==> src/rtl/relu_requant_pack_pkg.sv <==
// Shared constants, pipeline stage records and the rounding/saturation helpers
// for the ReLU / requantise / byte-pack output stage.
package relu_requant_pkg;

    localparam int IN_W  = 35;
    localparam int OUT_W = 8;
    localparam int LANES = 4;
    localparam int SH_W  = 5;
    localparam int ACC_W = IN_W + 1;

    typedef logic [LANES-1:0][SH_W-1:0] shift_tbl_t;

    localparam shift_tbl_t SHIFT_TBL = {5'd16, 5'd16, 5'd16, 5'd16};

    typedef struct packed {
        logic             valid;
        logic [ACC_W-1:0] data;
        logic [SH_W-1:0]  sh;
        logic             last;
    } s1_t;

    typedef struct packed {
        logic             valid;
        logic [OUT_W-1:0] data;
        logic             last;
    } s2_t;

    // Half-LSB of the post-shift result, so the shift rounds half up.
    function automatic logic [ACC_W-1:0] round_bias(input logic [SH_W-1:0] sh);
        if (sh == 5'd0) begin
            return '0;
        end else begin
            return {{(ACC_W-1){1'b0}}, 1'b1} << (sh - 5'd1);
        end
    endfunction

    function automatic logic [OUT_W-1:0] sat_u8(input logic [ACC_W-1:0] q);
        if (|q[ACC_W-1:OUT_W]) begin
            return 8'hFF;
        end else begin
            return q[OUT_W-1:0];
        end
    endfunction

endpackage

==> src/rtl/relu_requant_pack_if.sv <==
// Input sample stream and packed output word stream, both valid/ready.
interface relu_requant_pack_if;
    import relu_requant_pkg::*;

    logic                   in_valid;
    logic                   in_ready;
    logic [IN_W-1:0]        in_data;
    logic [1:0]             in_ch;
    logic                   in_last;
    logic                   out_valid;
    logic                   out_ready;
    logic [LANES*OUT_W-1:0] out_data;
    logic [LANES-1:0]       out_keep;
    logic                   out_last;

    modport master (
        output in_valid, in_data, in_ch, in_last, out_ready,
        input  in_ready, out_valid, out_data, out_keep, out_last
    );

    modport slave (
        input  in_valid, in_data, in_ch, in_last, out_ready,
        output in_ready, out_valid, out_data, out_keep, out_last
    );

endinterface

==> src/rtl/relu_requant_pack_byte_packer.sv <==
// Collects saturated bytes into LANES-wide words; flushes early on a last byte.
module byte_packer
    import relu_requant_pkg::*;
(
    input  logic                   clk,
    input  logic                   rst_n,
    input  logic                   adv_i,
    input  logic                   byte_valid_i,
    input  logic [OUT_W-1:0]       byte_i,
    input  logic                   last_i,
    output logic                   out_valid_o,
    output logic [LANES*OUT_W-1:0] out_data_o,
    output logic [LANES-1:0]       out_keep_o,
    output logic                   out_last_o
);

    logic [1:0]             cnt_q, cnt_d;
    logic [LANES*OUT_W-1:0] build_q, build_d, word_s;
    logic [LANES*OUT_W-1:0] data_q, data_d;
    logic [LANES-1:0]       keep_q, keep_d, keep_s;
    logic                   last_q, last_d;
    logic                   valid_q, valid_d;

    // Lane write, word completion and output-register next state.
    always_comb begin
        word_s = build_q;
        word_s[{cnt_q, 3'b000} +: OUT_W] = byte_i;
        case (cnt_q)
            2'd0:    keep_s = 4'b0001;
            2'd1:    keep_s = 4'b0011;
            2'd2:    keep_s = 4'b0111;
            2'd3:    keep_s = 4'b1111;
            default: keep_s = 4'b1111;
        endcase
        cnt_d   = cnt_q;
        build_d = build_q;
        data_d  = data_q;
        keep_d  = keep_q;
        last_d  = last_q;
        valid_d = valid_q;
        // A completed word and the handoff of the previous one share the same cycle.
        if (adv_i) begin
            valid_d = 1'b0;
            if (byte_valid_i) begin
                if ((cnt_q == 2'd3) || last_i) begin
                    valid_d = 1'b1;
                    data_d  = word_s;
                    keep_d  = keep_s;
                    last_d  = last_i;
                    cnt_d   = 2'd0;
                    build_d = '0;
                end else begin
                    cnt_d   = cnt_q + 2'd1;
                    build_d = word_s;
                end
            end else begin
                cnt_d = cnt_q;
            end
        end else begin
            valid_d = valid_q;
        end
    end

    // Packer state registers.
    always_ff @(posedge clk) begin
        if (!rst_n) begin
            cnt_q   <= 2'd0;
            build_q <= '0;
            data_q  <= '0;
            keep_q  <= '0;
            last_q  <= 1'b0;
            valid_q <= 1'b0;
        end else begin
            cnt_q   <= cnt_d;
            build_q <= build_d;
            data_q  <= data_d;
            keep_q  <= keep_d;
            last_q  <= last_d;
            valid_q <= valid_d;
        end
    end

    assign out_valid_o = valid_q;
    assign out_data_o  = data_q;
    assign out_keep_o  = keep_q;
    assign out_last_o  = last_q;

endmodule

==> src/rtl/relu_requant_pack.sv <==
// ReLU, per-channel rounding shift and uint8 saturation over two register
// stages, followed by the byte packer; one global advance stalls everything.
module relu_requant_pack
    import relu_requant_pkg::*;
#(
    parameter shift_tbl_t SHIFT_TBL_P = SHIFT_TBL
)
(
    input  logic               clk,
    input  logic               rst_n,
    relu_requant_pack_if.slave bus
);

    s1_t             s1_q, s1_d;
    s2_t             s2_q, s2_d;
    logic            adv_s;
    logic            pk_valid_s;
    logic [ACC_W-1:0] r_s;
    logic [SH_W-1:0] sh_s;

    assign adv_s        = !(pk_valid_s && !bus.out_ready);
    assign bus.in_ready = adv_s && rst_n;
    assign bus.out_valid = pk_valid_s;

    // S1 computes ReLU plus rounding offset; S2 shifts and saturates.
    always_comb begin
        sh_s = SHIFT_TBL_P[bus.in_ch];
        if (bus.in_data[IN_W-1]) begin
            r_s = '0;
        end else begin
            r_s = {1'b0, bus.in_data};
        end
        s1_d.valid = bus.in_valid;
        s1_d.data  = r_s + round_bias(sh_s);
        s1_d.sh    = sh_s;
        s1_d.last  = bus.in_last;
        s2_d.valid = s1_q.valid;
        s2_d.data  = sat_u8(s1_q.data >> s1_q.sh);
        s2_d.last  = s1_q.last;
    end

    // Pipeline stage registers, held while the output word is stalled.
    always_ff @(posedge clk) begin
        if (!rst_n) begin
            s1_q <= '0;
            s2_q <= '0;
        end else if (adv_s) begin
            s1_q <= s1_d;
            s2_q <= s2_d;
        end else begin
            s1_q <= s1_q;
            s2_q <= s2_q;
        end
    end

    byte_packer u_packer (
        .clk          (clk),
        .rst_n        (rst_n),
        .adv_i        (adv_s),
        .byte_valid_i (s2_q.valid),
        .byte_i       (s2_q.data),
        .last_i       (s2_q.last),
        .out_valid_o  (pk_valid_s),
        .out_data_o   (bus.out_data),
        .out_keep_o   (bus.out_keep),
        .out_last_o   (bus.out_last)
    );

endmodule

==> src/flat_wrapper.sv <==
// flat-port wrapper written by rule: the top's interface ports become plain ports
module relu_requant_pack_flat import relu_requant_pkg::*;
#(
    parameter shift_tbl_t SHIFT_TBL_P = SHIFT_TBL
)
  (clk, rst_n, bus_in_valid, bus_in_data, bus_in_ch, bus_in_last, bus_out_ready, bus_in_ready, bus_out_valid, bus_out_data, bus_out_keep, bus_out_last);
  relu_requant_pack_if bus_i ();
  input  logic clk;
  input  logic rst_n;
  input wire logic [$bits(bus_i.in_valid)-1:0] bus_in_valid;
  input wire logic [$bits(bus_i.in_data)-1:0] bus_in_data;
  input wire logic [$bits(bus_i.in_ch)-1:0] bus_in_ch;
  input wire logic [$bits(bus_i.in_last)-1:0] bus_in_last;
  input wire logic [$bits(bus_i.out_ready)-1:0] bus_out_ready;
  output wire logic [$bits(bus_i.in_ready)-1:0] bus_in_ready;
  output wire logic [$bits(bus_i.out_valid)-1:0] bus_out_valid;
  output wire logic [$bits(bus_i.out_data)-1:0] bus_out_data;
  output wire logic [$bits(bus_i.out_keep)-1:0] bus_out_keep;
  output wire logic [$bits(bus_i.out_last)-1:0] bus_out_last;
  assign bus_i.in_valid = bus_in_valid;
  assign bus_i.in_data = bus_in_data;
  assign bus_i.in_ch = bus_in_ch;
  assign bus_i.in_last = bus_in_last;
  assign bus_i.out_ready = bus_out_ready;
  assign bus_in_ready = bus_i.in_ready;
  assign bus_out_valid = bus_i.out_valid;
  assign bus_out_data = bus_i.out_data;
  assign bus_out_keep = bus_i.out_keep;
  assign bus_out_last = bus_i.out_last;
  relu_requant_pack #(.SHIFT_TBL_P(SHIFT_TBL_P)) u_core (.clk(clk), .rst_n(rst_n), .bus(bus_i));
endmodule
==> config.mk <==
export PLATFORM = sky130hd
export DESIGN_NAME = relu_requant_pack_flat
export DESIGN_NICKNAME = d
export VERILOG_FILES = /design/src/rtl/relu_requant_pack_pkg.sv /design/src/rtl/relu_requant_pack_if.sv /design/src/rtl/relu_requant_pack_byte_packer.sv /design/src/rtl/relu_requant_pack.sv /design/src/flat_wrapper.sv
export SDC_FILE = /design/constraint.sdc
export NUM_CORES = 1
export LEC_CHECK = 0
export CAP_MARGIN = 30
export CORE_AREA = 2 2 101 103
export CTS_CLUSTER_SIZE = 40
export DETAILED_ROUTE_END_ITERATION = 7
export DIE_AREA = 0 0 103 105
export PLACE_DENSITY = 0.78
export SETUP_SLACK_MARGIN = 0.05
export SLEW_MARGIN = 40
export SYNTH_ARGS = -nofsm -noshare
export SYNTH_HDL_FRONTEND = slang
export SYNTH_SLANG_ARGS = --single-unit
==> constraint.sdc <==
create_clock -name clk -period 2.3 [get_ports clk]
set_input_delay 0.46 -clock clk [delete_from_list [all_inputs] [get_ports clk]]
set_output_delay 0.46 -clock clk [all_outputs]
set_load 0.02 [all_outputs]
==> summary.txt <==
Run status
  • Status: finished, final reports clean

Worst setup path
  • CP bufs+invs: 3
  • CP Class: primary input to primary output
  • CP delay by family, top: buffers and inverters
  • Crit path launch type: primary input
  • CP required: 1.84 ns
  • Slowest stage cell on the critical path: clkdlybuf4s50_1
  • Critical Path AT: 1.66 ns
  • Worst-path cell chain: clkdlybuf4s50_1 -> inv_2 -> nor2_1 -> dlygate4sd2_1
  • Crit. End Element: primary output
  • CP Max Fanout: 2
  • Max incr delay on CP: 0.53 ns

Synth
  • Synth Instances: 571
  • Syn nets: 621
  • Sequential area share after synthesis: 47.9%
  • Yosys warnings: 0
  • Predominant post-synthesis flop cell: dfxtp_1
  • Post-synth EDFFs: 0
  • Yosys cell types: 45
  • Syn avg cell area: 8.78 um^2
  • Post-synth ARST share: 0%
  • #FFs+latches synth: 120
  • Synth Cell Area: 5010 um^2

Global routing
  • All-Layer GR Usage: 24.2%
  • Gr busiest metal: met2
  • Largest net degree at the start of global routing: 68
  • First-pass GRT wire length: 20.7 mm
  • GR Util met3: 6.09%
  • Antenna violations before repair: 0
  • Met1 usage: 29.9%
  • Gr ovfl total: 0
  • Number of global-route vias before repair: 4414
  • Met2 Usage GRT: 41.2%

Final layout
  • Area of the multi-input gates: 2470 um^2
  • Layout Area Growth over Synthesis: 35.3%
  • Commonest non-fill, non-tap cells in the layout: 119 x dfxtp_1, 81 x a21oi_1, 77 x clkdlybuf4s50_1
  • Seq. cell area: 2400 um^2
  • Final Net Count: 726
  • Layout filler cell count: 747
  • Fin area: 6780 um^2
  • Commonest non-fill, non-tap cell in the layout: dfxtp_1
  • Non-filler instance count after layout: 822
  • Layout cells sized above 1: 12.6%
  • N_diodes: 0

Floorplanning
  • Core area: 9640 um^2
  • Die Ht: 105 um
  • # IOs: 81
  • Initial Util: 52.0%
  • Site row count: 36
  • Die X: 103 um
  • DIE AREA: 10800 um^2

Run
  • Max Cap Viol: 0

Routing
  • Vias: 4590
  • DR WL/cell: 15.3 um
  • Initial DRC Count: 213
  • Post-Route WL: 12.6 mm
  • Detailed Routing Iterations Pass 1: 6
  • DRC: 0
  • Final ANT Viol Nets: 0
  • Vias per inst: 5.58

Clock tree
  • Post-CTS Hold Buffers: 0
  • Root Buffer: clkbuf_8
  • H-tree depth: 4
  • Clk buf depth: 2
  • Clk_lat worst skew: 0.52 ns
  • Clk slew on worst S/H paths: 0.06 ns
  • CTS tree: built
  • TritonCTS buffer count: 17
  • Clk sinks: 120

STA
  • Final worst path period share: 92.1%
  • Post-route minimum period: 2.12 ns
  • Final Hold Vio Count: 0
  • Relative slew margins: 62.3%
  • Clock skew: 0.00919 ns
  • Setup TNS: 0 ns
  • RSZ-0062 raised after global routing: false
  • F_max: 0.472 GHz
  • Final Slew Violations: 0
  • Tightest Pin Transition: 0.565 ns
  • Final setup margin: 0.183 ns
  • Setup violators final: 0

Placed design
  • RePlAce Congestion: 0.877
  • DP HPWL: 8.87 mm
  • Placed Area: 6160 um^2
  • PortBufs: 78
  • DP Cell Count: 790
  • Pre-CTS WS: -0.0478 ns

Power
  • PD cells: 779 nW/um^2
  • Leak: 0.00259 uW
  • Total power: 5280 uW
  • Maximum VDD drop: 0.390 mV

Min path
  • Hold/Removal Path Class: register to register
## what timing repair did
action | 4_1_cts | 5_1_grt
pin swaps | 0 | 0
endpoints found under the setup margin | 1 | 9
buffers inserted | 0 | 0
resized for setup | 1 | 3
## synth_stat cells (2+ instances only)
| library cell | instances | area share [%] |
|---|---|---|
| nor3_1 | 8 | 0.80 |
| buf_1 | 3 | 0.22 |
| a22o_1 | 31 | 5.4 |
| buf_2 | 5 | 0.50 |
| dfxtp_1 | 120 | 48 |
| and3_1 | 4 | 0.50 |
| nor2_1 | 61 | 4.6 |
| a211oi_1 | 21 | 3.1 |
| nand3_1 | 10 | 1.0 |
| nand4_1 | 2 | 0.25 |
| and4b_1 | 2 | 0.40 |
| nand2_1 | 42 | 3.1 |
| a21oi_1 | 81 | 8.1 |
| xor2_1 | 8 | 1.4 |
| nor4_1 | 9 | 1.1 |
| clkbuf_1 | 25 | 1.9 |
| xnor2_1 | 6 | 1.0 |
| inv_2 | 2 | 0.15 |
| or2_1 | 5 | 0.62 |
| o21ai_1 | 15 | 1.5 |
| mux2i_1 | 8 | 1.6 |
| inv_1 | 5 | 0.37 |
| nor2b_1 | 42 | 5.2 |
| ha_1 | 8 | 2.0 |
| o21ai_0 | 28 | 2.8 |
## metrics by stage
stage	hold WS, ns	util, %
floorplan	0.423	-
global placement	0.431	63.9
detailed placement	0.439	63.9
CTS	0.446	70.2
global route	0.462	70.3
finish	0.447	70.3
## where the power goes
| part | switching, uW | leakage [uW] | total [uW] | internal, uW |
|---|---|---|---|---|
| sequential | 63.1 | 0.000978 | 2200 | 2140 |
| clock | 914 | 0.000289 | 2700 | 1790 |
| combinational | 193 | 0.00132 | 379 | 186 |
| total | 1170 | 0.00259 | 5280 | 4110 |
## worst reg2reg max path: stages, from the launching register on
cell and delay (ns):
dfxtp_1 0.44, inv_1 0.12, ha_1 0.39, nand2_1 0.12, nor4_1 0.34, nor2b_1 0.30, a22o_1 0.19
## final cells by class
class	count	area share (%)
Tap cell	133	2.45
Multi-Input combinational cell	411	36.5
Timing Repair Buffer	119	16.2
Sequential cell	120	35.4
Clock buffer	21	6.48
Inverter	7	0.388
Clock inverter	11	2.51
## registers in the layout, indices dropped and copies added, names as in the netlist
name / cells
u_core.u_packer.build_q: 32
u_core.u_packer.out_last_o: 1
u_core.u_packer.out_keep_o: 4
u_core.s1_q: 38
u_core.u_packer.cnt_q: 2
u_core.u_packer.out_valid_o: 1
u_core.s2_q: 10
u_core.u_packer.out_data_o: 32
## kinds of logic (layout without fill, tap and decap cells)
kind of cell / after synthesis / count (layout) / share of synthesized area [%]
buffers and inverters: 40 / 158 / 3.12
AND/OR/NAND/NOR: 197 / 197 / 20.5
XOR/XNOR: 14 / 14 / 2.45
flip-flops: 120 / 120 / 47.9
multiplexers: 8 / 8 / 1.60
AO/OA/AOI/OAI: 184 / 184 / 22.4
adder cells (fa/ha/maj): 8 / 8 / 2.00
## routing by layer
layer / share of wire (%) / vias up
met5: 0 / -
met4: 2.0 / 0
met3: 5.5 / 26
met2: 51 / 172
met1: 42 / 2158
li1: - / 2234
## path summary, 6_finish.rpt
check	start	to	slack, ns	cells past startpoint
worst max-delay path	rst_n	bus_in_ready	0.18	4
worst min-delay path	u_core.u_packer.build_q[23]	u_core.u_packer.build_q[23]	0.45	2
worst max register to register	u_core.u_packer.cnt_q[1]	u_core.u_packer.build_q[9]	0.34	6
worst min register to register	u_core.u_packer.build_q[23]	u_core.u_packer.build_q[23]	0.45	2
Power figures use the tool's default switching activity.
